<file path="src/rtl/rv32i_pkg.sv">
// ---------------------------------------------------------------------------
// rv32i_pkg: shared types and constants for the pipe_trace_monitor. Rev 1.0
// PIPE_TRACE_RESULT_EN selects whether per-lane results are traced.
// ---------------------------------------------------------------------------
`default_nettype none

package rv32i_pkg;

  typedef enum logic [1:0] {
    IDLE    = 2'd0,
    RUN     = 2'd1,
    HALTED  = 2'd2,
    TIMEOUT = 2'd3
  } mon_state_e;

  localparam logic [31:0] INSTR_ECALL  = 32'h0000_0073;
  localparam logic [31:0] INSTR_EBREAK = 32'h0010_0073;

  // Per-lane trace field: {valid, branch_taken, instr[, result]}.
  function automatic int lane_rec_w();
`ifdef PIPE_TRACE_RESULT_EN
    return 66;
`else
    return 34;
`endif
  endfunction

  function automatic int rec_w(input int lanes, input int cnt_w);
    return cnt_w + 2 + lanes * lane_rec_w();
  endfunction

endpackage

`default_nettype wire

</file>
<file path="src/rtl/trace_fifo.sv">
// ---------------------------------------------------------------------------
// trace_fifo: synchronous FIFO, async reset, push+pop allowed when full. Rev 1.0
// ---------------------------------------------------------------------------
`default_nettype none

module trace_fifo #(
  parameter int WIDTH = 8,
  parameter int DEPTH = 16,
  localparam int AW = $clog2(DEPTH)
) (
  input  logic             clk,
  input  logic             rst,
  input  logic             push,
  input  logic [WIDTH-1:0] wr_data,
  input  logic             pop,
  output logic [WIDTH-1:0] rd_data,
  output logic             full,
  output logic             empty,
  output logic [AW:0]      level
);

  logic [WIDTH-1:0] mem [DEPTH];
  logic [AW-1:0]    wr_ptr;
  logic [AW-1:0]    rd_ptr;
  logic [AW:0]      count;
  logic             do_push;
  logic             do_pop;

  assign empty   = (count == '0);
  assign full    = (count == (AW+1)'(DEPTH));
  assign level   = count;
  assign do_pop  = pop & ~empty;
  assign do_push = push & (~full | do_pop);

  always_ff @(posedge clk or posedge rst) begin
    if (rst) begin
      wr_ptr <= '0;
      rd_ptr <= '0;
      count  <= '0;
    end else begin
      if (do_push) wr_ptr <= wr_ptr + AW'(1);
      if (do_pop)  rd_ptr <= rd_ptr + AW'(1);
      case ({do_push, do_pop})
        2'b10:   count <= count + (AW+1)'(1);
        2'b01:   count <= count - (AW+1)'(1);
        default: count <= count;
      endcase
    end
  end

  // Storage is not reset; the empty gate keeps the head output clean.
  always_ff @(posedge clk) begin
    if (do_push) mem[wr_ptr] <= wr_data;
  end

  assign rd_data = empty ? '0 : mem[rd_ptr];

endmodule

`default_nettype wire

</file>
<file path="src/rtl/pipe_trace_monitor.sv">
// ---------------------------------------------------------------------------
// pipe_trace_monitor: run-state FSM, saturating counters and trace capture.
// PIPE_TRACE_RESULT_EN adds per-lane result fields to each record. Rev 1.0
// ---------------------------------------------------------------------------
`default_nettype none

module pipe_trace_monitor
  import rv32i_pkg::*;
#(
  parameter int LANES      = 2,
  parameter int DEPTH      = 16,
  parameter int CNT_W      = 32,
  parameter int MAX_CYCLES = 200,
  localparam int REC_W     = rec_w(LANES, CNT_W),
  localparam int LVL_W     = $clog2(DEPTH) + 1
) (
  input  logic                  clk,
  input  logic                  rst,
  input  logic                  start,
  input  logic [LANES-1:0]      lane_valid,
  input  logic [LANES*32-1:0]   lane_instr,
  input  logic [LANES*32-1:0]   lane_result,
  input  logic [LANES-1:0]      lane_branch_taken,
  input  logic                  stall,
  input  logic                  bubble,
  output logic                  trace_valid,
  input  logic                  trace_ready,
  output logic [REC_W-1:0]      trace_data,
  output logic [LVL_W-1:0]      trace_level,
  output logic [1:0]            state_o,
  output logic [CNT_W-1:0]      cycle_cnt,
  output logic [CNT_W-1:0]      retired_cnt,
  output logic [CNT_W-1:0]      stall_cnt,
  output logic [CNT_W-1:0]      drop_cnt,
  output logic                  overflow
);

  localparam int LR_W = lane_rec_w();
  localparam logic [CNT_W-1:0] WD_LAST = CNT_W'(MAX_CYCLES - 1);

  mon_state_e state, state_n;

  logic [LANES*LR_W-1:0] lane_fields;
  logic [LANES-1:0]      halt_lane;
  logic [REC_W-1:0]      record;
  logic [2:0]            retire_inc;
  logic                  halt_hit;
  logic                  wd_hit;
  logic                  push;
  logic                  pop;
  logic                  full;
  logic                  empty;
  logic                  drop;
  logic [CNT_W:0]        cycle_sum;
  logic [CNT_W:0]        retire_sum;
  logic [CNT_W:0]        stall_sum;
  logic [CNT_W:0]        drop_sum;

  for (genvar i = 0; i < LANES; i++) begin : g_lane
    logic [31:0] instr;
    assign instr = lane_instr[32*i +: 32];
    assign halt_lane[i] = lane_valid[i] &&
                          ((instr == INSTR_ECALL) || (instr == INSTR_EBREAK));
`ifdef PIPE_TRACE_RESULT_EN
    assign lane_fields[LR_W*i +: LR_W] =
      {lane_valid[i], lane_branch_taken[i], instr, lane_result[32*i +: 32]};
`else
    assign lane_fields[LR_W*i +: LR_W] =
      {lane_valid[i], lane_branch_taken[i], instr};
`endif
  end

`ifndef PIPE_TRACE_RESULT_EN
  logic unused_result;
  assign unused_result = ^lane_result;
`endif

  always_comb begin
    retire_inc = '0;
    for (int i = 0; i < LANES; i++) begin
      retire_inc = retire_inc + {2'b00, lane_valid[i] & ~stall};
    end
  end

  assign halt_hit = |halt_lane;
  assign wd_hit   = (MAX_CYCLES != 0) && (cycle_cnt == WD_LAST);
  assign record   = {cycle_cnt, stall, bubble, lane_fields};
  assign push     = (state == RUN);
  assign pop      = trace_valid & trace_ready;
  assign drop     = push & full & ~pop;

  // One extra bit on each sum exposes the carry used for saturation.
  assign cycle_sum  = {1'b0, cycle_cnt}   + (CNT_W+1)'(1);
  assign retire_sum = {1'b0, retired_cnt} + (CNT_W+1)'(retire_inc);
  assign stall_sum  = {1'b0, stall_cnt}   + (CNT_W+1)'(stall);
  assign drop_sum   = {1'b0, drop_cnt}    + (CNT_W+1)'(1);

  always_ff @(posedge clk or posedge rst) begin
    if (rst) state <= IDLE;
    else     state <= state_n;
  end

  always_comb begin
    state_n = state;
    case (state)
      IDLE:    if (start) state_n = RUN;
      RUN: begin
        if (halt_hit)    state_n = HALTED;
        else if (wd_hit) state_n = TIMEOUT;
      end
      default: state_n = state;
    endcase
  end

  always_ff @(posedge clk or posedge rst) begin
    if (rst) begin
      cycle_cnt   <= '0;
      retired_cnt <= '0;
      stall_cnt   <= '0;
      drop_cnt    <= '0;
      overflow    <= 1'b0;
    end else if (state == RUN) begin
      cycle_cnt   <= cycle_sum[CNT_W]  ? '1 : cycle_sum[CNT_W-1:0];
      retired_cnt <= retire_sum[CNT_W] ? '1 : retire_sum[CNT_W-1:0];
      stall_cnt   <= stall_sum[CNT_W]  ? '1 : stall_sum[CNT_W-1:0];
      if (drop) begin
        drop_cnt <= drop_sum[CNT_W] ? '1 : drop_sum[CNT_W-1:0];
        overflow <= 1'b1;
      end
    end
  end

  trace_fifo #(
    .WIDTH (REC_W),
    .DEPTH (DEPTH)
  ) u_fifo (
    .clk     (clk),
    .rst     (rst),
    .push    (push),
    .wr_data (record),
    .pop     (pop),
    .rd_data (trace_data),
    .full    (full),
    .empty   (empty),
    .level   (trace_level)
  );

  assign trace_valid = ~empty;
  assign state_o     = state;

endmodule

`default_nettype wire
</file>
<file path="config.mk">
export PLATFORM = sky130hd
export DESIGN_NAME = pipe_trace_monitor
export DESIGN_NICKNAME = d
export VERILOG_FILES = /design/src/rtl/rv32i_pkg.sv /design/src/rtl/trace_fifo.sv /design/src/rtl/pipe_trace_monitor.sv
export SDC_FILE = /design/constraint.sdc
export NUM_CORES = 2
export LEC_CHECK = 0
export BUFFER_PORTS_ARGS = -buffer_cell sky130_fd_sc_hd__buf_2
export CAP_MARGIN = 30
export CORE_ASPECT_RATIO = 2
export CORE_MARGIN = 2
export CORE_UTILIZATION = 45
export DETAILED_ROUTE_END_ITERATION = 16
export PLACE_DENSITY = 0.66
export SYNTH_ARGS = -nofsm -noshare
export SYNTH_HDL_FRONTEND = slang
export SYNTH_SLANG_ARGS = --single-unit
export TNS_END_PERCENT = 50
</file>
<file path="constraint.sdc">
create_clock -name clk -period 10.3 [get_ports clk]
set_clock_uncertainty 0.2 [all_clocks]
set_input_delay 1.545 -clock clk [delete_from_list [all_inputs] [get_ports clk]]
set_output_delay 1.545 -clock clk [all_outputs]
set_load 0.02 [all_outputs]
</file>
==> reports/qor.txt <==
Status: finished, final reports clean
Ys async rst share: 8.108%
CTS max path bufs: 4
Vias: 33,950
Top FF cell, synth: edfxtp_1
Final Cell Area: 78,700 um^2
Max-cap violation count: 0
Normalized max-slew margin: 19.62%
Drt wl/cell: 28.05 um
Core ar.: 152,900 um^2
Starting DRT DRC Count: 2,740
Clock tree sinks: 1,776
Crit-path max cell delay: 0.86 ns
Die area: 157,200 um^2
Post-CTS sizing: 0
RePlAce Congestion: 0.7811
Post-synthesis compound-gate area fraction: 1.323%
Die Wd: 281.3 um
Final WS setup: 4.346 ns
Clock root cell: clkbuf_16
Post-synthesis sequential area ratio: 76.00%
Syn. warnings: 0
Worst EP arrival: 4.21 ns
Total Neg Setup Slack: 0 ns
Remaining antenna violation count: 0
Share of cells above drive strength 1: 28.55%
CTS buffer count: 161
Synth-to-Final Area Change: 13.69%
Worst-path fanout max: 49
Worst min path class: flop to flop
CP delay by family, top: buffers and inverters
Min cycle time layout: 5.954 ns
H-tree depth: 4
Post-synth EDFFs: 1,632
Crit-path slowest cell: buf_4
Power Total: 23.00 mW
Cell taking the most area after synthesis: edfxtp_1
RSZ-0062 raised after global routing: no
Avg Cell Area, Syn: 20.97 um^2
CTS tree: built
Hold Buf Count CTS: 0
Yosys reg bits: 1,776
Antenna violations before repair: 18
R2r startpoint: state_o[0]
Crit path from: u_fifo.level[2]
Post-synthesis cell area: 69,220 um^2
Post-Route WL: 164,700 um
Area contributors post-synth: edfxtp_1, mux4_2, dfrtp_1
DRC errors left: 0
Count leader, synth: edfxtp_1
Number of global-route vias before repair: 36,400
GRT Total Usage: 21.06%
CP cell instances: or4_1 > nor2_1 > inv_1 > nand2_4 > buf_4 > o22ai_1 > buf_2
Post-CTS Setup Inserts: 0
Setup WS pre-CTS: 5.151 ns
Placed cell areas: 73,480 um^2
Synth Area in XOR/XNOR: 1.329%
Num ports: 377
Adder-Cell Fraction of Synth Area: 0.2277%
GR Overflow Total: 0
Syn Nets: 3,451
Worst EP required: 8.56 ns
Clk slew on worst S/H paths: 0.07 ns
Worst skew pair latency: 0.80 ns
Max VDD drop: 0.3136 mV
Largest family of logic cells by synthesized area: multiplexers
Fin nets: 3,843
Synth Area in Simple Gates: 3.452%
CP bufs+invs: 3
Critical path endpoint category: primary output
Num rows: 203
Crit Path Category: flop to primary output
First-pass GRT wire length: 240,400 um
Max Freq: 168.0 MHz
Final HPWL from detailed placement: 87,520 um
Pleak: 26.91 nW
Min-delay src: overflow
Worst Max-Slew Pin Slew: 1.206 ns
Fin. Hold Viols: 0
Worst-case hold slack: 0.2830 ns
Synth unique cells: 60
Final Cycle Share: 57.80%
Final setup fails: 0
Fillers: 12,190
Pre-antenna DRT Iters: 5
Synth top cells by count: edfxtp_1, mux4_2, mux2i_1
Power density cells: 292.2 nW/um^2
Crit path launch type: flop
Die Ht: 558.7 um
Post-synthesis mux area share: 16.43%
Vias per cell: 5.781
Synth Instances: 3,301
Initial Util: 45.27%
Final max-slew violation count: 0
Synth top area share: 70.80%
Count of buffers from port buffering: 312
Largest net degree at the start of global routing: 134
-- kinds of logic after synthesis --
| group | Yosys count |
|---|---|
| and+or+nand+nor | 452 |
| buffers and inverters | 184 |
| xor gates and xnor gates | 105 |
| adders and majority gates | 12 |
| DFF | 1776 |
| muxes | 625 |
| AOI/OAI and AO/OA | 147 |
-- power by group --
group          switching [mW]  internal [mW]  leakage [nW]
Clock                    2.58           3.31          2.50
Sequential              0.506           9.34          16.7
Combinational            4.43           2.83          7.66
Total                    7.52           15.5          26.9
-- final cells by class --
class / count / area (um^2) / area share (%)
sequential: 1776 / 52620 / 66.87
multi-input combinational: 1341 / 15890 / 20.19
clock buffer: 202 / 4274 / 5.431
tap: 2050 / 2565 / 3.259
timing repair buffer: 396 / 2415 / 3.068
clock inverter: 82 / 842.1 / 1.070
inverter: 17 / 68.82 / 0.08744
antenna: 9 / 22.52 / 0.02862
-- per-layer routing --
layer	track usage, %	up-vias	part of all wire (%)
met5	0	-	0.052
met4	6.093	14	2.5
met3	3.609	269	5.8
met2	38.77	1040	54
met1	25.20	18210	38
li1	-	14420	-
-- sequential cells by signal, summed over array words and instances, names as in the netlist --
register       cells
cycle_cnt         32
drop_cnt          32
overflow           1
u_fifo.rd_ptr      4
retired_cnt       32
stall_cnt         32
u_fifo.wr_ptr      4
u_fifo.level       5
u_fifo.mem      1632
state_o            2
-- layout by cell type, fill, tap and decap left out, drive strengths merged, types with 3 or more instances in the layout --
cell / instances
and2: 7
clkbuf: 202
bufinv: 14
or2: 5
nor2: 44
edfxtp: 1632
and4: 13
a21oi: 13
xor2: 64
ha: 11
nor4b: 4
or4: 4
a31oi: 7
nor4: 25
inv: 20
o22ai: 103
nor2b: 4
mux4: 408
or3: 3
dfrtp: 144
o21ai: 12
nand3: 57
xnor2: 41
nor3: 26
and3: 30
clkinvlp: 5
nand4: 52
diode: 9
nand2b: 7
nand2: 163
mux2i: 207
clkinv: 60
mux2: 10
buf: 396
-- path summary, 6_finish.rpt --
path | to | slack (ns) | depth (start not counted)
hold reg to reg | overflow | 0.28 | 1
max in group asynchronous | stall_cnt[29] | 8.05 | 4
min in group asynchronous | drop_cnt[31] | 0.68 | 2
hold / removal | overflow | 0.28 | 1
setup / recovery | trace_data[24] | 4.35 | 7
setup reg to reg | u_fifo.mem[0][32] | 6.44 | 6
-- through the flow --
| stage | util, % | instances |
|---|---|---|
| after global routing | 51.46 | 5868 |
| after floorplan | - | 3301 |
| after detailed placement | 48.05 | 5577 |
| after global placement | 47.98 | 5570 |
| after CTS | 51.40 | 5861 |
| final | 51.47 | 5873 |
No activity file was read; power rests on OpenSTA's default activity.
